**src/rtl/can_pkg.sv**
```systemverilog
// ---------------------------------------------------------------------------
// can_pkg
// Shared constants and types for the CAN receive path: FSM state encoding,
// CRC-15 polynomial, bit-stuffing limit, idle/intermission/EOF lengths and
// field widths. Also a helper that turns RTR/DLC into a data-field length.
// ---------------------------------------------------------------------------
package can_pkg;

   typedef enum logic [3:0] {
      ST_WAIT_IDLE = 4'd0,
      ST_IDLE      = 4'd1,
      ST_ARB       = 4'd2,
      ST_CTRL      = 4'd3,
      ST_DATA      = 4'd4,
      ST_CRC       = 4'd5,
      ST_CRC_DELIM = 4'd6,
      ST_ACK_SLOT  = 4'd7,
      ST_ACK_DELIM = 4'd8,
      ST_EOF       = 4'd9,
      ST_ERROR     = 4'd10
   } can_rx_state_e;

   localparam logic [14:0] CAN_CRC_POLY    = 15'h4599;
   localparam int unsigned CAN_STUFF_LIMIT = 5;
   localparam int unsigned CAN_IDLE_BITS   = 11;
   localparam int unsigned CAN_IFS_BITS    = 3;
   localparam int unsigned CAN_EOF_BITS    = 7;
   localparam int unsigned CAN_ID_W        = 11;
   localparam int unsigned CAN_DLC_W       = 4;
   localparam int unsigned CAN_CRC_W       = 15;

   // Number of data-field bits: min(DLC,8) bytes, none for a remote frame.
   function automatic logic [6:0] can_data_bits(input logic                 rtr,
                                                 input logic [CAN_DLC_W-1:0] dlc);
      logic [6:0] nbits;
      if (rtr) begin
         nbits = '0;
      end else if (dlc > 4'd8) begin
         nbits = 7'd64;
      end else begin
         nbits = {dlc, 3'b000};
      end
      return nbits;
   endfunction

endpackage

```
**src/rtl/can_crc15.sv**
```systemverilog
// ---------------------------------------------------------------------------
// can_crc15
// Serial CAN CRC-15 generator/checker, one bit per enable.
//   clk, rst : clock, synchronous active-high reset
//   clr      : force the register to 0 (takes priority over en)
//   en       : shift din into the CRC
//   din      : serial data bit
//   crc      : current CRC register
// ---------------------------------------------------------------------------
module can_crc15
   import can_pkg::*;
(
   input  logic                 clk,
   input  logic                 rst,
   input  logic                 clr,
   input  logic                 en,
   input  logic                 din,
   output logic [CAN_CRC_W-1:0] crc
);

   logic [CAN_CRC_W-1:0] crc_q, crc_d;
   logic                 fb;

   always_comb begin
      fb    = din ^ crc_q[CAN_CRC_W-1];
      crc_d = crc_q;
      if (clr) begin
         crc_d = '0;
      end else if (en) begin
         crc_d = {crc_q[CAN_CRC_W-2:0], 1'b0} ^ (fb ? CAN_CRC_POLY : '0);
      end
   end

   always_ff @(posedge clk) begin
      if (rst) begin
         crc_q <= '0;
      end else begin
         crc_q <= crc_d;
      end
   end

   assign crc = crc_q;

endmodule

```
**src/rtl/can_rx_container.sv**
```systemverilog
// ---------------------------------------------------------------------------
// can_rx_container
// CAN 2.0A receiver: synchronizes rx, samples on sample_tick, destuffs,
// parses standard data/remote frames, checks CRC-15 and fixed-form fields,
// drives the ACK slot for good frames and publishes the last good frame.
//   clk, rst        : 20 MHz clock, synchronous active-high reset
//   rx              : asynchronous bus level (0 = dominant)
//   sample_tick     : one-cycle pulse at each bit's sample point
//   ack_drive       : request to drive dominant in the ACK slot
//   rxing           : frame in progress (SOF through last EOF bit)
//   frame_valid     : one-cycle pulse, rx_* hold a new frame
//   rx_address/dlc/rtr/data : last good frame (data byte 0 in [63:56])
//   stuff_err, crc_err, form_err : one-cycle error pulses
// ---------------------------------------------------------------------------
module can_rx_container
   import can_pkg::*;
(
   input  logic                 clk,
   input  logic                 rst,
   input  logic                 rx,
   input  logic                 sample_tick,
   output logic                 ack_drive,
   output logic                 rxing,
   output logic                 frame_valid,
   output logic [CAN_ID_W-1:0]  rx_address,
   output logic [CAN_DLC_W-1:0] rx_dlc,
   output logic                 rx_rtr,
   output logic [63:0]          rx_data,
   output logic                 stuff_err,
   output logic                 crc_err,
   output logic                 form_err
);

   localparam logic [2:0] STUFF_LIM = 3'(CAN_STUFF_LIMIT);
   localparam logic [6:0] IDLE_LONG = 7'(CAN_IDLE_BITS);
   localparam logic [6:0] IDLE_IFS  = 7'(CAN_IFS_BITS);
   localparam logic [6:0] EOF_LAST  = 7'(CAN_EOF_BITS - 1);
   localparam logic [6:0] ARB_LAST  = 7'(CAN_ID_W);      // 11 ID bits + RTR
   localparam logic [6:0] CTRL_LAST = 7'd5;              // IDE, r0, DLC[3:0]
   localparam logic [6:0] CRC_LAST  = 7'(CAN_CRC_W - 1);

   can_rx_state_e        state_q, state_d;
   logic                 rx_meta_q, rx_sync_q;
   logic [6:0]           cnt_q, cnt_d;
   logic                 long_idle_q, long_idle_d;
   logic [2:0]           run_q, run_d;
   logic                 last_q, last_d;
   logic [CAN_ID_W:0]    arb_q, arb_d;
   logic [CAN_DLC_W-1:0] dlc_q, dlc_d;
   logic [63:0]          data_q, data_d;
   logic [CAN_CRC_W-1:0] crc_rx_q, crc_rx_d;
   logic [6:0]           nbits_q, nbits_d;
   logic                 ack_q, ack_d;
   logic                 rxing_q, rxing_d;
   logic                 fv_q, fv_d;
   logic                 serr_q, serr_d;
   logic                 cerr_q, cerr_d;
   logic                 ferr_q, ferr_d;
   logic [CAN_ID_W-1:0]  out_addr_q, out_addr_d;
   logic [CAN_DLC_W-1:0] out_dlc_q, out_dlc_d;
   logic                 out_rtr_q, out_rtr_d;
   logic [63:0]          out_data_q, out_data_d;

   logic                 bit_v;
   logic                 in_stuff_region;
   logic                 stuff_pos;
   logic [CAN_DLC_W-1:0] dlc_shift;
   logic [6:0]           nb_c;
   logic [6:0]           idle_target;
   logic [5:0]           data_idx;
   logic                 crc_clr, crc_en;
   logic [CAN_CRC_W-1:0] crc_calc;

   can_crc15 u_crc (
      .clk (clk),
      .rst (rst),
      .clr (crc_clr),
      .en  (crc_en),
      .din (rx_sync_q),
      .crc (crc_calc)
   );

   always_comb begin
      bit_v       = rx_sync_q;
      dlc_shift   = {dlc_q[CAN_DLC_W-2:0], bit_v};
      nb_c        = can_data_bits(arb_q[0], dlc_shift);
      idle_target = long_idle_q ? IDLE_LONG : IDLE_IFS;
      data_idx    = 6'd63 - cnt_q[5:0];

      // The stuff bit that may follow the last CRC bit is checked while the
      // FSM already sits in CRC_DELIM; the delimiter is the tick after it.
      in_stuff_region = (state_q == ST_ARB) || (state_q == ST_CTRL) ||
                        (state_q == ST_DATA) || (state_q == ST_CRC) ||
                        ((state_q == ST_CRC_DELIM) && (run_q == STUFF_LIM));
      stuff_pos = in_stuff_region && (run_q == STUFF_LIM);

      state_d     = state_q;
      cnt_d       = cnt_q;
      long_idle_d = long_idle_q;
      run_d       = run_q;
      last_d      = last_q;
      arb_d       = arb_q;
      dlc_d       = dlc_q;
      data_d      = data_q;
      crc_rx_d    = crc_rx_q;
      nbits_d     = nbits_q;
      ack_d       = ack_q;
      rxing_d     = rxing_q;
      fv_d        = 1'b0;
      serr_d      = 1'b0;
      cerr_d      = 1'b0;
      ferr_d      = 1'b0;
      out_addr_d  = out_addr_q;
      out_dlc_d   = out_dlc_q;
      out_rtr_d   = out_rtr_q;
      out_data_d  = out_data_q;
      crc_clr     = 1'b0;
      crc_en      = 1'b0;

      if (sample_tick) begin
         if (stuff_pos) begin
            if (bit_v == last_q) begin
               serr_d = 1'b1;
            end else begin
               last_d = bit_v;
               run_d  = 3'd1;
            end
         end else begin
            if (in_stuff_region) begin
               run_d  = (bit_v == last_q) ? run_q + 3'd1 : 3'd1;
               last_d = bit_v;
            end
            case (state_q)
               ST_WAIT_IDLE: begin
                  if (!bit_v) begin
                     cnt_d = '0;
                  end else if (cnt_q + 7'd1 == idle_target) begin
                     cnt_d   = '0;
                     state_d = ST_IDLE;
                  end else begin
                     cnt_d = cnt_q + 7'd1;
                  end
               end
               ST_IDLE: begin
                  if (!bit_v) begin
                     // SOF is dominant, so clearing the CRC already accounts
                     // for it: a 0 shifted into a zero register leaves 0.
                     state_d  = ST_ARB;
                     cnt_d    = '0;
                     crc_clr  = 1'b1;
                     run_d    = 3'd1;
                     last_d   = 1'b0;
                     arb_d    = '0;
                     dlc_d    = '0;
                     data_d   = '0;
                     crc_rx_d = '0;
                     rxing_d  = 1'b1;
                  end
               end
               ST_ARB: begin
                  crc_en = 1'b1;
                  arb_d  = {arb_q[CAN_ID_W-1:0], bit_v};
                  if (cnt_q == ARB_LAST) begin
                     cnt_d   = '0;
                     state_d = ST_CTRL;
                  end else begin
                     cnt_d = cnt_q + 7'd1;
                  end
               end
               ST_CTRL: begin
                  crc_en = 1'b1;
                  if ((cnt_q == 7'd0) && bit_v) begin
                     ferr_d = 1'b1;
                  end else if (cnt_q == CTRL_LAST) begin
                     dlc_d   = dlc_shift;
                     nbits_d = nb_c;
                     cnt_d   = '0;
                     state_d = (nb_c == 7'd0) ? ST_CRC : ST_DATA;
                  end else begin
                     if (cnt_q >= 7'd2) begin
                        dlc_d = dlc_shift;
                     end
                     cnt_d = cnt_q + 7'd1;
                  end
               end
               ST_DATA: begin
                  crc_en           = 1'b1;
                  data_d[data_idx] = bit_v;
                  if (cnt_q + 7'd1 == nbits_q) begin
                     cnt_d   = '0;
                     state_d = ST_CRC;
                  end else begin
                     cnt_d = cnt_q + 7'd1;
                  end
               end
               ST_CRC: begin
                  crc_rx_d = {crc_rx_q[CAN_CRC_W-2:0], bit_v};
                  if (cnt_q == CRC_LAST) begin
                     cnt_d   = '0;
                     state_d = ST_CRC_DELIM;
                  end else begin
                     cnt_d = cnt_q + 7'd1;
                  end
               end
               ST_CRC_DELIM: begin
                  if (!bit_v) begin
                     ferr_d = 1'b1;
                  end else if (crc_calc != crc_rx_q) begin
                     cerr_d = 1'b1;
                  end else begin
                     ack_d   = 1'b1;
                     state_d = ST_ACK_SLOT;
                  end
               end
               ST_ACK_SLOT: begin
                  ack_d   = 1'b0;
                  state_d = ST_ACK_DELIM;
               end
               ST_ACK_DELIM: begin
                  if (!bit_v) begin
                     ferr_d = 1'b1;
                  end else begin
                     cnt_d   = '0;
                     state_d = ST_EOF;
                  end
               end
               ST_EOF: begin
                  if (!bit_v) begin
                     ferr_d = 1'b1;
                  end else if (cnt_q == EOF_LAST) begin
                     out_addr_d  = arb_q[CAN_ID_W:1];
                     out_rtr_d   = arb_q[0];
                     out_dlc_d   = dlc_q;
                     out_data_d  = data_q;
                     fv_d        = 1'b1;
                     rxing_d     = 1'b0;
                     cnt_d       = '0;
                     long_idle_d = 1'b0;
                     state_d     = ST_WAIT_IDLE;
                  end else begin
                     cnt_d = cnt_q + 7'd1;
                  end
               end
               default: ;
            endcase
         end

         if (serr_d || ferr_d || cerr_d) begin
            state_d = ST_ERROR;
            rxing_d = 1'b0;
            ack_d   = 1'b0;
         end
      end

      if (state_q == ST_ERROR) begin
         state_d     = ST_WAIT_IDLE;
         cnt_d       = '0;
         long_idle_d = 1'b1;
      end
   end

   always_ff @(posedge clk) begin
      if (rst) begin
         rx_meta_q   <= 1'b1;
         rx_sync_q   <= 1'b1;
         state_q     <= ST_WAIT_IDLE;
         cnt_q       <= '0;
         long_idle_q <= 1'b1;
         run_q       <= '0;
         last_q      <= 1'b0;
         arb_q       <= '0;
         dlc_q       <= '0;
         data_q      <= '0;
         crc_rx_q    <= '0;
         nbits_q     <= '0;
         ack_q       <= 1'b0;
         rxing_q     <= 1'b0;
         fv_q        <= 1'b0;
         serr_q      <= 1'b0;
         cerr_q      <= 1'b0;
         ferr_q      <= 1'b0;
         out_addr_q  <= '0;
         out_dlc_q   <= '0;
         out_rtr_q   <= 1'b0;
         out_data_q  <= '0;
      end else begin
         rx_meta_q   <= rx;
         rx_sync_q   <= rx_meta_q;
         state_q     <= state_d;
         cnt_q       <= cnt_d;
         long_idle_q <= long_idle_d;
         run_q       <= run_d;
         last_q      <= last_d;
         arb_q       <= arb_d;
         dlc_q       <= dlc_d;
         data_q      <= data_d;
         crc_rx_q    <= crc_rx_d;
         nbits_q     <= nbits_d;
         ack_q       <= ack_d;
         rxing_q     <= rxing_d;
         fv_q        <= fv_d;
         serr_q      <= serr_d;
         cerr_q      <= cerr_d;
         ferr_q      <= ferr_d;
         out_addr_q  <= out_addr_d;
         out_dlc_q   <= out_dlc_d;
         out_rtr_q   <= out_rtr_d;
         out_data_q  <= out_data_d;
      end
   end

   assign ack_drive   = ack_q;
   assign rxing       = rxing_q;
   assign frame_valid = fv_q;
   assign rx_address  = out_addr_q;
   assign rx_dlc      = out_dlc_q;
   assign rx_rtr      = out_rtr_q;
   assign rx_data     = out_data_q;
   assign stuff_err   = serr_q;
   assign crc_err     = cerr_q;
   assign form_err    = ferr_q;

endmodule

```
**config.mk**
```make
export PLATFORM = sky130hd
export DESIGN_NAME = can_rx_container
export DESIGN_NICKNAME = d
export VERILOG_FILES = /design/src/rtl/can_pkg.sv /design/src/rtl/can_crc15.sv /design/src/rtl/can_rx_container.sv
export SDC_FILE = /design/constraint.sdc
export NUM_CORES = 1
export LEC_CHECK = 0
export ABC_CLOCK_PERIOD_IN_PS = 2800
export CELL_PAD_IN_SITES_DETAIL_PLACEMENT = 1
export CELL_PAD_IN_SITES_GLOBAL_PLACEMENT = 1
export CORE_UTILIZATION = 42
export DETAILED_ROUTE_END_ITERATION = 7
export GPL_ROUTABILITY_DRIVEN = 0
export GPL_TIMING_DRIVEN = 0
export PLACE_DENSITY_LB_ADDON = 0.1
export SETUP_SLACK_MARGIN = 0.05
export SYNTH_ARGS = -nofsm -noshare
export SYNTH_HDL_FRONTEND = slang
export SYNTH_HIERARCHICAL = 1
export SYNTH_SLANG_ARGS = --single-unit
```
**constraint.sdc**
```tcl
create_clock -name clk -period 2.8 [get_ports clk]
set_input_delay 0.28 -clock clk [delete_from_list [all_inputs] [get_ports clk]]
set_output_delay 0.28 -clock clk [all_outputs]
set_load 0.03 [all_outputs]
```
==> flow_summary.ini <==
[cts]
cts_made_buffers = 25
clkTransAtPathRegs_ns = 0.06
cts_tree = yes
postCtsHoldBufs = 0
ctsRootBufferMaster = clkbuf_16
cts_buffer_depth = 3
clock_sinks = 218
htreeDepth = 1
clk_latency_ns = 0.53

[synthesis]
netlist_instances = 1225
syn_area_per_cell_sq_um = 7.76
synthFlopType = dfxtp_1
syn_nets = 1236
synth_cell_types = 67
synth_seq_area_share_pct = 45.9
syn_area_sq_um = 9500
ys_ff_latch = 218
synthArstFlopShare_pct = 0
synth_edf_count = 0
yosys_warnings = 6

[die]
die_h_um = 152
core_sq_um = 22000
start_util_pct = 43.1
dieArea_sq_um = 23200
die_w_um = 152
io-pin-count = 90
row_count = 54

[routing]
drt_wl_total_um = 31700
drtIter0Drc = 693
post_drt_wl_per_cell_um = 19.3
drt_first_pass_iters = 8
via_per_inst = 5.62
route.detailed.drc = 8
vias = 9218
ant_nets = 0

[grt]
grt_max_degree = 15
grt_overflow = 0
track_usage_pct = 26.9
grt_pass1_vias = 9281
grt_pass1_wl_um = 50500
antenna_found_initial = 0

[worst_setup_path]
required_ns = 3.25
r2r-end = u_crc/crc[4]
reg2reg_slack_ns = 0.14
ff2ff_path_depth = 11
arrival_ns = 3.11
path_max_fanout = 10
cp-end-kind = register
reg2reg_from = run_q[0]
start_kind = register
path_class = register to register

[timing]
slew_violations = 0
relSlewSlack_pct = 27.5
setup_viol = 0
rsz0062_at_grt = yes
fin_crit_ns = 2.66
period_share_pct = 95.1
skew_ns = 0.0136
fin_ws_ns = 0.136
tightestPinTransition_ns = 1.09
hold_viol_final = 0
max_freq_mhz = 375

[power_and_ir_drop]
ir_drop_mv = 0.462
fin_total_pwr_w = 0.00650
pwr_density_cell_nw_per_um2 = 557
p_leak_nw = 4.05

[finish]
seq_area_sq_um = 4370
layout-drive-gt1-share_pct = 10.2
design_area_sq_um = 11700
nFillCells = 2700
diodes = 0
num-nets-final = 1354
area_growth_pct = 22.9
multi_input_area_sq_um = 4740

[hold_path]
worstHoldStart = sample_tick
hp-class = input port to register
hold_depth = 2
hold-path-endpoint = stuff_err

[placed_design]
pre_cts_ws_ns = -0.396
hpwlAfterDp_um = 21700
numPortBuffers = 88
placed_area_sq_um = 10700

[flow_run]
maxCapViolCount = 0

[status]
violations = DRC
status = finished, violations left
## per-layer routing
layer | wire length (um) | global-route usage (%) | up-vias
li1 | - | - | 4449
met1 | 14800 | 36.1 | 4488
met2 | 14600 | 44.7 | 223
met3 | 1490 | 3.84 | 58
met4 | 764 | 8.42 | 0
met5 | 0 | 0 | -
## final cells by class
class	count	area share, %
plain buffers	103	4.10
clock buffers	31	5.89
clock inverters	13	0.942
inverters	10	0.364
multi-input cells	894	40.6
flip-flops and latches	218	37.4
well taps	280	3.00
repair buffers	91	7.73
## flip-flops by register name (all words and copies together), names as in the netlist, 3 cells and up
name,cells
dlc_q,4
u_crc/crc,15
nbits_q,4
arb_q,12
rx_address,11
crc_rx_q,15
data_q,64
rx_dlc,4
run_q,3
rx_data,64
state_q,4
cnt_q,7
## critical path, cell delays in order, from the launching register on
cell and delay (ns):
dfxtp_1 0.37, ha_1 0.17, nand2_2 0.09, or3_4 0.41, and2_1 0.16, buf_2 0.20, nand2_4 0.13, inv_1 0.12
or2_4 0.30, buf_6 0.14, or3_1 0.33, o211ai_2 0.15
## kinds of logic (layout without fill, tap and decap cells)
| logic type | after synthesis | after routing | share of synthesized area [%] |
|---|---|---|---|
| flip-flops | 218 | 218 | 45.9 |
| buffers and inverters | 113 | 248 | 5.27 |
| multiplexers | 11 | 11 | 1.17 |
| adder cells (fa/ha/maj) | 7 | 7 | 0.921 |
| XOR/XNOR | 29 | 29 | 2.67 |
| AND/OR/NAND/NOR | 473 | 473 | 22.8 |
| AO/OA/AOI/OAI | 374 | 374 | 21.2 |
## cell usage after synthesis, types with 12 or more instances
cell / count / area (sq um)
buf_2: 34 / 170
xnor2_1: 12 / 105
dfxtp_1: 218 / 4360
xor2_1: 17 / 149
a21oi_1: 255 / 1280
o21ai_0: 62 / 310
nand3_1: 55 / 275
nor3_1: 12 / 60.1
clkbuf_1: 57 / 214
o21ai_1: 18 / 90.1
nor2_1: 35 / 131
nand2_1: 278 / 1040
## power breakdown
part	leakage, nW	internal [W]	switching [W]
clock	0.382	0.00184	0.00135
sequential	1.76	0.00311	0.00000348
combinational	1.91	0.0000420	0.000160
total	4.05	0.00498	0.00152
## cells in the final DEF, fill, tap and decap left out, types with 25 or more instances in the layout
master           synthesis  final
clkdlybuf4s50_1          0     88
nand3_1                 55     54
clkbuf_1                57     49
nor2_1                  35     30
nand2_1                278    276
o21ai_0                 62     62
buf_2                   34     34
a21oi_1                255    254
dfxtp_1                218    217
clkbuf_16                0     25
## stage by stage
| step | hold WS, ns | util (%) | TNS [ns] | instances |
|---|---|---|---|---|
| after floorplan | 0.384 | - | 0 | 1225 |
| after global placement | 0.403 | 48.7 | -30.16 | 1593 |
| after detailed placement | 0.407 | 48.7 | -31.00 | 1593 |
| after CTS | 0.189 | 52.6 | 0 | 1637 |
| after global routing | 0.214 | 53.0 | 0 | 1640 |
| final | 0.200 | 53.0 | 0 | 1640 |
## timing repair
action,4_1_cts,5_1_grt
endpoints found under the setup margin,111,83
pin swaps,1,2
resized for setup,15,37
cloned,0,0
buffers inserted,0,3
## worst max path at each step
stage          depth (start not counted)       start  slack (ns)           end
5_1_grt                               11  state_q[1]        0.01  u_crc/crc[4]
3_3_place_gp                           7       bit_v       -0.38     rx_dlc[3]
2_1_floorplan                         11    run_q[0]        0.38  u_crc/crc[4]
4_1_cts                               11    run_q[0]        0.05  u_crc/crc[4]
3_5_place_dp                           5         rst       -0.40     data_q[2]
6_report                              11    run_q[0]        0.14  u_crc/crc[4]
Note: power is estimated with default switching activity, not from simulation.
